**config.mk**
```make
export PLATFORM = sky130hd
export DESIGN_NAME = mem_stage
export DESIGN_NICKNAME = d
export VERILOG_FILES = /design/src/rtl/mem_stage.sv
export SDC_FILE = /design/constraint.sdc
export NUM_CORES = 1
export LEC_CHECK = 0
export ABC_AREA = 0
export ABC_CLOCK_PERIOD_IN_PS = 6320
export BUFFER_PORTS_ARGS = -buffer_cell sky130_fd_sc_hd__buf_2
export CORE_MARGIN = 2
export CORE_UTILIZATION = 30
export CTS_CLUSTER_DIAMETER = 50
export DETAILED_ROUTE_END_ITERATION = 6
export SLEW_MARGIN = 25
export SYNTH_ARGS = -nofsm -noshare
export SYNTH_HDL_FRONTEND = slang
export SYNTH_SLANG_ARGS = --single-unit
```
**constraint.sdc**
```tcl
create_clock -name clk -period 6.32 [get_ports clk]
set_input_delay 1.264 -clock clk [delete_from_list [all_inputs] [get_ports clk]]
set_output_delay 1.264 -clock clk [all_outputs]
set_load 0.03 [all_outputs]
```
**src/rtl/mem_stage.sv**
```systemverilog
// mem_stage: byte-serial load/store stage between EX and WB.
// Moves one byte per req/ack handshake and stalls EX meanwhile.
module mem_stage #(
    parameter int ADDR_WIDTH = 32,
    parameter int DATA_WIDTH = 32
) (
    input  logic                  clk,
    input  logic                  rst,
    input  logic                  valid_i,
    input  logic [3:0]            memop_i,
    input  logic [4:0]            rd_i,
    input  logic                  wreg_i,
    input  logic [DATA_WIDTH-1:0] wdata_i,
    input  logic [ADDR_WIDTH-1:0] mem_addr_i,
    input  logic [DATA_WIDTH-1:0] store_data_i,
    output logic [4:0]            rd_o,
    output logic                  wreg_o,
    output logic [DATA_WIDTH-1:0] wdata_o,
    output logic                  valid_o,
    output logic                  stall_o,
    output logic                  mem_req_o,
    output logic                  mem_we_o,
    output logic [ADDR_WIDTH-1:0] mem_a_o,
    output logic [7:0]            mem_dout_o,
    input  logic [7:0]            mem_din_i,
    input  logic                  mem_ack_i
);

    typedef enum logic {
        IDLE   = 1'b0,
        ACCESS = 1'b1
    } state_t;

    localparam logic [3:0] OP_LB  = 4'd1;
    localparam logic [3:0] OP_LH  = 4'd2;
    localparam logic [3:0] OP_LBU = 4'd4;
    localparam logic [3:0] OP_LHU = 4'd5;
    localparam logic [3:0] OP_SB  = 4'd6;
    localparam logic [3:0] OP_SH  = 4'd7;
    localparam logic [3:0] OP_SW  = 4'd8;

    state_t                state_q;
    state_t                state_d;
    logic [3:0]            op_q;
    logic [4:0]            rd_q;
    logic                  wreg_q;
    logic [ADDR_WIDTH-1:0] addr_q;
    logic [DATA_WIDTH-1:0] sdata_q;
    logic [1:0]            cnt_q;
    logic [2:0]            nbytes_q;
    logic [DATA_WIDTH-1:0] asm_q;
    logic [DATA_WIDTH-1:0] asm_d;
    logic                  last_ack;
    logic                  take_mem;

    function automatic logic is_mem(input logic [3:0] op);
        return (op >= OP_LB) && (op <= OP_SW);
    endfunction

    function automatic logic is_store(input logic [3:0] op);
        return (op >= OP_SB) && (op <= OP_SW);
    endfunction

    function automatic logic [2:0] op_size(input logic [3:0] op);
        logic [2:0] n;
        n = 3'd4;
        unique case (1'b1)
            (op == OP_LB) || (op == OP_LBU) || (op == OP_SB): n = 3'd1;
            (op == OP_LH) || (op == OP_LHU) || (op == OP_SH): n = 3'd2;
            default:                                          n = 3'd4;
        endcase
        return n;
    endfunction

    function automatic logic [DATA_WIDTH-1:0] load_ext(
        input logic [3:0]            op,
        input logic [DATA_WIDTH-1:0] a
    );
        logic [DATA_WIDTH-1:0] r;
        r = a;
        unique case (1'b1)
            op == OP_LB:  r = {{(DATA_WIDTH-8){a[7]}}, a[7:0]};
            op == OP_LBU: r = {{(DATA_WIDTH-8){1'b0}}, a[7:0]};
            op == OP_LH:  r = {{(DATA_WIDTH-16){a[15]}}, a[15:0]};
            op == OP_LHU: r = {{(DATA_WIDTH-16){1'b0}}, a[15:0]};
            default:      r = a;
        endcase
        return r;
    endfunction

    // Stall is gated by rst so every output reads 0 while in reset.
    assign take_mem = valid_i && is_mem(memop_i) && rst;

    // Next state, bus drive and byte assembly for the current cycle.
    always_comb begin
        state_d    = state_q;
        stall_o    = 1'b0;
        mem_req_o  = 1'b0;
        mem_we_o   = 1'b0;
        mem_a_o    = '0;
        mem_dout_o = 8'h00;
        asm_d      = asm_q;
        last_ack   = 1'b0;
        unique case (state_q)
            IDLE: begin
                if (take_mem) begin
                    stall_o = 1'b1;
                    state_d = ACCESS;
                end
            end
            ACCESS: begin
                stall_o   = 1'b1;
                mem_req_o = 1'b1;
                mem_we_o  = is_store(op_q);
                mem_a_o   = addr_q + ADDR_WIDTH'(cnt_q);
                if (is_store(op_q)) begin
                    mem_dout_o = sdata_q[{cnt_q, 3'b000} +: 8];
                end
                if (mem_ack_i) begin
                    if (!is_store(op_q)) begin
                        asm_d[{cnt_q, 3'b000} +: 8] = mem_din_i;
                    end
                    if ({1'b0, cnt_q} == nbytes_q - 3'd1) begin
                        last_ack = 1'b1;
                        state_d  = IDLE;
                    end
                end
            end
            default: state_d = IDLE;
        endcase
    end

    // State register.
    always_ff @(posedge clk or negedge rst) begin
        if (!rst) begin
            state_q <= IDLE;
        end else begin
            state_q <= state_d;
        end
    end

    // Latched instruction, byte counter and assembly register.
    always_ff @(posedge clk or negedge rst) begin
        if (!rst) begin
            op_q     <= 4'd0;
            rd_q     <= 5'd0;
            wreg_q   <= 1'b0;
            addr_q   <= '0;
            sdata_q  <= '0;
            cnt_q    <= 2'd0;
            nbytes_q <= 3'd0;
            asm_q    <= '0;
        end else if (state_q == IDLE) begin
            if (take_mem) begin
                op_q     <= memop_i;
                rd_q     <= rd_i;
                wreg_q   <= wreg_i;
                addr_q   <= mem_addr_i;
                sdata_q  <= store_data_i;
                cnt_q    <= 2'd0;
                nbytes_q <= op_size(memop_i);
                asm_q    <= '0;
            end
        end else if (mem_ack_i) begin
            cnt_q <= cnt_q + 2'd1;
            asm_q <= asm_d;
        end
    end

    // Writeback registers toward MEM/WB.
    always_ff @(posedge clk or negedge rst) begin
        if (!rst) begin
            rd_o    <= 5'd0;
            wreg_o  <= 1'b0;
            wdata_o <= '0;
            valid_o <= 1'b0;
        end else begin
            valid_o <= 1'b0;
            if (state_q == IDLE) begin
                if (valid_i && !is_mem(memop_i)) begin
                    rd_o    <= rd_i;
                    wreg_o  <= wreg_i;
                    wdata_o <= wdata_i;
                    valid_o <= 1'b1;
                end
            end else if (last_ack) begin
                rd_o    <= rd_q;
                valid_o <= 1'b1;
                if (is_store(op_q)) begin
                    wreg_o  <= 1'b0;
                    wdata_o <= '0;
                end else begin
                    wreg_o  <= wreg_q;
                    wdata_o <= load_ext(op_q, asm_d);
                end
            end
        end
    end

endmodule

```
# == After elaboration in Yosys (flattened, before gate mapping) ==
# Cells that the tools add are included.
# totals
mem_count,0
mem_bits_rw,0
rom_bits,0
regBits,151
wordCells,91
output_inout_bits,82
latchBits,0
# classes
addsub,4
n_mul,0
bitwise_logic,1
muxes,38
n_eq_ne,13
n_lt_le_gt_ge,4
shifts,3
reduce_logical,15
n_div,0
# ops
operator,n
32-bit 2-to-1 mux,10
32-bit one-hot mux with 4 select lines,1
32-bit by 2-bit adder with 32-bit output,1
32-bit bitwise mux,1
"8-bit by 7-bit variable shift with 32-bit output, first input constant",1
32-bit by 6-bit indexed part select with 8-bit output,1
8-bit by 7-bit indexed part select with 32-bit output,1
"4-bit by 3-bit equality test with 1-bit output, second input constant",6
8-bit 2-to-1 mux,2
1-bit 2-to-1 mux,15
5-bit 2-to-1 mux,3
"4-bit by 1-bit equality test with 1-bit output, second input constant",2
"4-bit by 2-bit equality test with 1-bit output, second input constant",2
"4-bit less-or-equal comparator, second input constant",2
5-bit negator with 7-bit output,1
2-bit 2-to-1 mux,3
3-bit one-hot mux with 2 select lines,1
2-bit AND reduction,3
1-bit logical AND,5
"4-bit by 1-bit >= comparator with 1-bit output, second input constant",1
"4-bit by 3-bit >= comparator with 1-bit output, second input constant",1
1-bit logical OR,4
1-bit one-hot mux with 2 select lines,2
2-bit nonzero test,2
other kinds (7),7

# == Depth between registers and ports, before layout ==
# Gate-level depths: netlist of the first run.
# depth
word_depth,9
depth_mapped,11
ltp_nobuf,8

# == Worst setup path after synthesis of the first run ==
# OpenSTA, ideal clock, no wires.
# synth_timing
path_kind,register to output
startpoint,reg cnt_q[1]
endpoint,out mem_a_o[31]
path_stages_with_launch,7
arrival_ps,2183
slack_ps,2873
path_cell_list,dfrtp_1 ha_1 a21o_1 nand3_1 nor3_1 nor3b_1 mux2i_1
# synth_between
elab_chain_len,2
# synth_lines
element,line_no,text
start: declaration,49,logic [1:0] cnt_q;
start signal: assignment,165,cnt_q <= cnt_q + 2'd1;
32-bit by 2-bit adder with 32-bit output,115,mem_a_o = addr_q + ADDR_WIDTH'(cnt_q);
32-bit 2-to-1 mux,104,unique case (state_q)
end: declaration,23,"output logic [ADDR_WIDTH-1:0] mem_a_o,"
# Every way passes these cells.

# == Final worst setup path of the first run ==
# layout_timing
startpoint,reg cnt_q[0]
endpoint,out mem_a_o[31]
# The elaborated chain is that of the path after synthesis.

==> summary.md, run 1 <==
| Metric | Value |
|---|---|
| Remaining DRCs | `0` |
| Post-synth ARST share | `between 90% and 100%` |
| Area after DPL | `approximately 9200 sq um` |
| Reg2reg setup slack | `2.96 ns` |
| Max_slew headroom | `between 30 and 40%` |
| Syn Area/Cell | `approximately 9 sq um` |
| Core ar. | `about 26,000 sq um` |
| Peak VDD IR | `0.0002337 V` |
| Pwr Total | `5.091 mW` |
| Number of synthesized flops with an enable pin | `0` |
| Clock slew at reported path FFs | `0.06 ns` |
| Top FF cell, synth | `dfrtp_1` |
| Mapped Nets | `between 1,000 and 1,500` |
| Post-cts resize count | `0` |
| Crit share post-route | `73.08%` |
| Pwr/cell area | `between 500 and 600 nW/um^2` |
| Critical path peak fanout | `20` |
| Leakage | `about 4.8 nW` |
| Setup TNS | `0 ns` |
| Layout cells sized above 1 | `approximately a quarter` |
| Max cap viols | `0` |
| Crit path required time | `slightly above 5 ns` |
| Die Ht | `approximately 170 um` |
| CTS Buffer Depth | `2` |
| Clk_lat worst skew | `0.42 ns` |
| Register area share after synthesis | `47.60%` |
| CP startpoint kind | `flop` |
| Worst Setup End Kind | `output port` |
| Via-to-Cell Ratio | `between 4 and 5` |
| Finish-stage setup viols | `0` |
| Slew Viols, Final | `0` |
| Row count | `59` |
| Measured slew at the worst slew-check pin | `0.9596 ns` |
| DRT iter0 DRCs | `between 400 and 500` |
| First-pass GRT wire length | `36,710 um` |
| Root Driver | `clkbuf_16` |
| Routed WL | `22,490 um` |
| DR pass1 iterations | `5` |
| Max Freq | `about 0.22 GHz` |
| RePlAce Congestion | `0.8083` |
| Cell variety after synth | `54` |
| Largest net degree at the start of global routing | `86` |
| Yosys warnings | `0` |
| Initial antenna violation count | `5` |
| Clock Sinks | `~150` |
| Fin. Hold Viols | `0` |
| Total CTS buffers | `17` |
| Hold buffers post-CTS | `0` |
| Fin area | `just under 10,000 sq um` |
| Clock Skews | `between 0.01 and 0.015 ns` |
| All-Layer GR Usage | `16.33%` |
| Area growth from synthesis to layout | `23.26%` |
| CTS tree | `built` |
| Status | `complete, no violations` |
| Final antenna-violating net count | `0` |
| Final Critical Period | `4.618 ns` |
| Seq cells post-synth | `151` |
| Drt wl/cell | `about 16 um` |
| Port bufs | `between 150 and 200` |
| GRT overflow | `0` |
| Chip width | `166.7 um` |
| H-tree levels | `4` |
| Initial cell density of the core | `30.55%` |
| Mapped Area | `7939 sq um` |
| Nets@finish | `between 1,000 and 1,500` |
| Min-Delay Path Class | `reg2reg` |
| Critical path class | `reg2out` |
| WP data arrival | `roughly 3.4 ns` |
| Post-DP HPWL | `roughly 16,000 um` |
| Vias in the first global route | `roughly 6,900` |
| Post-layout util | `a little under two fifths` |
| Synth Instances | `890` |
| Die Footprint | `about 28,000 sq um` |
| Dpl cells | `approximately 1,400` |
| Post-CTS setup buffers | `0` |
| Top Ports | `200` |
| Vias after detailed routing | `roughly 6,900` |
| Non-filler instance count after layout | `around 1,400` |
| RSZ-0062 raised after global routing | `false` |
-- report_power, final --
group | switching [mW] | leakage (nW) | internal, mW
Combinational | 1.46 | 2.61 | 0.834
Clock | 0.463 | 0.294 | 0.601
Sequential | 0.350 | 1.93 | 1.38
Total | 2.28 | 4.83 | 2.81
-- worst max-delay path, cell delays in order, from the launching register on --
cell and delay [ns]:
dfrtp_1 0.97, ha_1 0.34, a21o_1 0.21, nand3_1 0.31
nor3_1 0.39, nor3b_1 0.28, mux2i_1 0.23, buf_2 0.22
-- sequential cells by signal, summed over array words and instances (netlist names) --
register	count
rd_q	5
wreg_o	1
wreg_q	1
rd_o	5
op_q	4
addr_q	32
sdata_q	32
wdata_o	32
state_q	1
cnt_q	2
nbytes_q	3
asm_q	32
valid_o	1
-- cells in the final DEF (no fill, tap or decap), drive strengths merged, types with 8 or more instances in the layout --
| cell type | n |
|---|---|
| a21oi | 38 |
| or3 | 9 |
| and2 | 13 |
| nor4 | 8 |
| o311ai | 9 |
| a22o | 24 |
| o21ai | 34 |
| dfrtp | 151 |
| nand2 | 270 |
| mux4 | 8 |
| clkbuf | 17 |
| buf | 207 |
| nand3 | 32 |
| inv | 31 |
| and3 | 18 |
| xnor2 | 16 |
| o211ai | 11 |
| a211oi | 8 |
| xor2 | 13 |
| nor3 | 12 |
| mux2i | 23 |
| a221o | 8 |
| nor2 | 49 |
| nand4 | 9 |
-- through the flow --
stage               setup slack (ns)  hold slack [ns]
finish                         1.702           0.4713
global route                   1.402           0.4934
CTS                            1.619           0.4761
detailed placement             2.086           0.4605
global placement               2.188           0.4528
floorplan                      2.873           0.4403
-- final timing paths --
check                      startpoint  cells after the start          end
setup / recovery             cnt_q[0]                      7  mem_a_o[31]
hold / removal             wdata_o[2]                      2   wdata_o[2]
setup reg to reg             cnt_q[0]                      7  wdata_o[29]
hold reg to reg            wdata_o[2]                      2   wdata_o[2]
max in group asynchronous         rst                      3   addr_q[11]
min in group asynchronous         rst                      1  wdata_o[15]
-- routing by layer --
layer / global-route usage [%] / wire (um) / up-vias
met5: 0 / 19 / -
met4: 4.985 / 319 / 4
met3: 3.565 / 1299 / 27
met2: 24.97 / 9998 / 221
met1: 23.18 / 10850 / 3275
li1: - / - / 3411
-- cells by family (layout without fill, tap and decap cells) --
kind of cell	count (synthesis)	in the layout	share of synthesized area, %
AO/OA/AOI/OAI	152	152	13.21
XOR/XNOR	29	29	3.199
adder cells (fa/ha/maj)	8	8	1.355
buffers and inverters	79	261	4.239
flip-flops	151	151	47.60
multiplexers	31	31	5.327
other	0	3	0
AND/OR/NAND/NOR	440	440	25.07
-- area by class of cell --
cell class                      count  area (sq um)
Sequential cell                   151          3779
Fill cell                        2667         16200
Tap cell                          335         419.2
Multi-Input combinational cell    660          3827
Timing Repair Buffer              207          1062
Clock buffer                       17         425.4
Antenna cell                        3         7.507
Inverter                           22         82.58
Clock inverter                     15         182.7
-- synthesized netlist by cell type, types with 2 or more instances --
master	instances	area, sq um
nor3_1	10	50.05
nor4_1	7	43.79
and4_1	5	43.79
a221o_1	8	80.08
o31ai_1	3	22.52
nand4_1	8	50.05
a221oi_1	2	17.52
nand3b_1	2	15.01
nand2_1	270	1013
a21oi_1	37	185.2
o21a_1	2	15.01
nand3_1	32	160.2
xnor2_1	16	140.1
dfrtp_1	151	3779
nor3_2	2	20.02
and3_1	18	112.6
mux2i_1	22	220.2
and2_1	12	75.07
a22o_1	24	210.2
buf_1	4	15.01
a211oi_1	8	60.06
o21ai_0	34	170.2
a2bb2oi_1	7	61.31
mux4_2	8	180.2
ha_1	7	87.58
nor3b_1	4	30.03
nand2b_1	2	12.51
nor2_1	49	183.9
clkbuf_1	42	157.7
xor2_1	13	113.9
buf_4	2	15.01
o22ai_1	5	31.28
or3_1	9	56.30
inv_1	22	82.58
o211ai_1	11	82.58
buf_2	7	35.03
o311ai_0	8	70.07
No activity file was read; power rests on OpenSTA's default activity.
==> run 2, diff against run 1 <==
- ABC_AREA: 0 -> 1
- ABC_CLOCK_PERIOD_IN_PS: 6320 -> 4450
- clock period: 6.32 -> 4.45 ns (I/O delays scaled with it)
==> run 2 against run 1 <==
Routed wire length grew 18%. Total power grew 53%. Die area grew 9.1%. Flip-flop and latch count is the same. Count of clock-buffer cells in the layout grew 3. Highest routed layer unchanged. Clock skew grew 0.0041 ns. Worst setup slack lost 0.77 ns. Critical path depth grew 4. Design area grew 7.1%. Non-clock buffer count grew 6. Via count grew 21%.
==> summary.md, run 2 <==
| Metric | Value |
|---|---|
| DR WL met3 | `1467 um (+13%)` |
| Int Pwr | `4.041 mW (+44%)` |
| Vias after detailed routing | `8,405 (+21%)` |
| Setup TNS | `0 ns (unchanged)` |
| Post-CTS setup buffers | `0 (unchanged)` |
| Top delay family on crit path | `simple AND/OR/NAND/NOR gates` |
| Chip width | `174.1 um (+4.5%)` |
| Hold WS | `0.3967 ns (-0.07455 ns)` |
| Crit share post-route | `79.00%` |
| Yosys warnings | `0 (unchanged)` |
| Root Driver | `clkbuf_16` |
| Final WS setup | `0.9344 ns (-0.7671 ns)` |
| Post-synth ARST share | `100.0% (unchanged)` |
| DRT iter0 DRCs | `544 (+17%)` |
| Register area share after synthesis | `43.53% (-4.1 points)` |
| Pwr/cell area | `742.7 nW/um^2 (+43%)` |
| Top sig layer | `met5` |
| Clk_lat worst skew | `0.42 ns (about the same)` |
| First-pass GRT wire length | `42,550 um (+16%)` |
| Slowest CP cell | `dfrtp_1` |
| Critical path class | `reg2out` |
| WP data arrival | `2.63 ns (-0.72 ns)` |
| H-tree levels | `4 (unchanged)` |
| Number of synthesized flops with an enable pin | `0 (unchanged)` |
| CTS Buffer Depth | `2 (unchanged)` |
| Mapped Area | `8680 sq um (+9.3%)` |
| Post-synth top area share | `43.53% (-4.1 points)` |
| Final Critical Period | `roughly 3.5 ns` |
| Leakage | `5.205 nW (+7.7%)` |
| Multi-input logic area | `4143 sq um (+8.2%)` |
| Core ar. | `28,630 sq um (+10%)` |
| Port bufs | `199 (unchanged)` |
| Post-DP HPWL | `18,940 um (+20%)` |
| Area growth from synthesis to layout | `20.73%` |
| Critical path peak fanout | `15 (-25%)` |
| CP Buf/Inv Count | `3 (+2)` |
| Measured slew at the worst slew-check pin | `0.9189 ns (-0.04067 ns)` |
| Clock Skews | `0.01639 ns (+0.004102 ns)` |
| Routed WL | `26,420 um (+18%)` |
| Reg2reg setup slack | `1.62 ns (-1.34 ns)` |
| Max Freq | `between 0.2 and 0.3 GHz` |
| Met2 WL | `12,560 um (+26%)` |
| All-Layer GR Usage | `17.43% (+1.1 points)` |
| Status | `complete, no violations` |
| Largest net degree at the start of global routing | `119 (+38%)` |
| Yosys top cell by area | `dfrtp_1` |
| Seq cells post-synth | `151 (unchanged)` |
| Die Ht | `174.1 um (+4.5%)` |
| Combinational power share | `50.7% (+5.6 points)` |
| Drt wl/cell | `15.22 um (-4.6%)` |
| Top Ports | `200 (unchanged)` |
| Max incr delay on CP | `0.35 ns (-0.62 ns)` |
| Vias in the first global route | `8,260 (+20%)` |
| Largest cells by area after synthesis | `dfrtp_1, nand2_1, o21ai_0` |
| Switch share | `48.08% (+3.4 points)` |
| Fin. Hold Viols | `0 (unchanged)` |
| Row count | `62 (+5.1%)` |
| Sw power | `3.742 mW (+64%)` |
| Finish-stage setup viols | `0 (unchanged)` |
| Clock slew at reported path FFs | `0.06 ns (about the same)` |
| CP startpoint kind | `flop` |
| Post-cts resize count | `0 (unchanged)` |
| Max cap viols | `0 (unchanged)` |
| Mapped Nets | `1,294 (+27%)` |
| DRT met1 WL | `11,870 um (+9.4%)` |
| Post-layout util | `36.61% (-1.1 points)` |
| Clock Power Share | `18.4% (-2.5 points)` |
| Top FF cell, synth | `dfrtp_1` |
| RePlAce Congestion | `0.8823 (+9.2%)` |
| Nets@finish | `1,465 (+24%)` |
| Flop pwr share | `30.8% (-3.2 points)` |
| Initial antenna violation count | `2 (-3)` |
| Fillers | `3,061 (+15%)` |
| Register area | `3779 sq um (unchanged)` |
| Most frequent cells in the layout | `nand2_1, buf_2, dfrtp_1` |
| Min-Delay Path Class | `in2async` |
| Initial cell density of the core | `30.32% (-0.23 points)` |
| Top post-synthesis cells by count | `nand2_1, dfrtp_1, nor2_1` |
| Die Footprint | `30,310 sq um (+9.1%)` |
| GRT overflow | `0 (unchanged)` |
| Slew Viols, Final | `0 (unchanged)` |
| DR pass1 iterations | `5 (unchanged)` |
| Remaining DRCs | `0 (unchanged)` |
| RSZ-0062 raised after global routing | `false` |
| Cell with the most instances after synthesis | `nand2_1` |
| Via-to-Cell Ratio | `4.842 (-1.6%)` |
| Peak VDD IR | `0.0003104 V (+33%)` |
| Worst Setup End Kind | `output port` |
| Final antenna-violating net count | `0 (unchanged)` |
| Synth Instances | `1,168 (+31%)` |
| Hold buffers post-CTS | `0 (unchanged)` |
| Max_slew headroom | `38.74% (+2.8 points)` |
| DP Worst Slack | `1.293 ns (-0.7934 ns)` |
| CP Cell Sequence | `buf_4, ha_1, nand2_1, o21ai_2, inv_1, nor2_1, nand2_1, nor3_1, xor2_1, nor2_1, buf_2` |
| Clock Sinks | `151 (unchanged)` |
| Commonest non-fill, non-tap cell in the layout | `nand2_1` |
| CTS tree | `built` |
| Total CTS buffers | `17 (unchanged)` |
| Crit path required time | `3.56 ns (-1.50 ns)` |
| Cell variety after synth | `44 (-19%)` |
| Syn Area/Cell | `7.431 sq um (-17%)` |
| Layout cells sized above 1 | `21.98% (-2.4 points)` |
[run 2: cell count changes after synthesis, sizes merged, moves of 23 or more]
cell	delta
nand2	+85
inv	+80
o21ai	+75
nor2	+60
nand3	+50
a21oi	+25
a22o	-24
a22oi	+24
mux2i	-23
[run 2: path summary, 6_finish.rpt]
check                       startpoint     endpoint  depth (start not counted)
max                           cnt_q[1]  mem_a_o[21]                         11
min                                rst  wdata_o[22]                          1
max reg2reg                   cnt_q[0]  wdata_o[21]                         11
min reg2reg                sdata_q[30]  sdata_q[30]                          2
max in group asynchronous          rst    asm_q[22]                          3
min in group clk           sdata_q[30]  sdata_q[30]                          2
[run 2: cell families after synthesis]
| family | share of synthesized area [%] |
|---|---|
| buffers and inverters | 8.736 |
| adders and majority gates | 1.240 |
| DFF | 43.53 |
| AOI/OAI and AO/OA | 14.31 |
| xor gates and xnor gates | 1.312 |
| and+or+nand+nor | 30.86 |
[run 2: metrics by stage]
stage	total power, mW	instances	cell area, sq um
floorplan	5.346	1168	8680
global placement	6.338	1704	9901
detailed placement	6.384	1704	9901
CTS	7.850	1735	10470
global route	8.436	1736	10480
finish	7.783	1736	10480
[run 2: power groups by stage]
stage | registers (mW) | logic, mW | clock network (mW)
detailed placement | 2.42 | 3.97 | 0
finish | 2.40 | 3.95 | 1.43
global placement | 2.41 | 3.93 | 0
CTS | 2.40 | 3.98 | 1.47
floorplan | 2.71 | 2.64 | 0
global route | 2.49 | 4.42 | 1.53
[run 2: layout make-up]
cell class,instances,area share (%)
clock inverters,11,1.194
repair buffers,213,10.60
inverters,104,3.737
clock buffers,20,4.263
multi-input cells,852,39.53
well taps,384,4.585
flip-flops and latches,151,36.06
diodes,1,0.02388
[run 2: worst register-to-register path: stages (launching register included)]
cell,delay (ns)
dfrtp_1,0.35
buf_4,0.36
inv_2,0.26
ha_1,0.54
nand2_1,0.22
nor2_1,0.14
nand4_1,0.11
nand2_1,0.17
nand2_1,0.11
nand3_4,0.21
nand2_1,0.16
a21oi_1,0.15
[run 2: per-layer routing]
layer | track usage (%) | vias up
li1 | - | 4153
met1 | 23.09 | 3960
met2 | 29.20 | 262
met3 | 2.975 | 28
met4 | 5.217 | 2
met5 | 0 | -
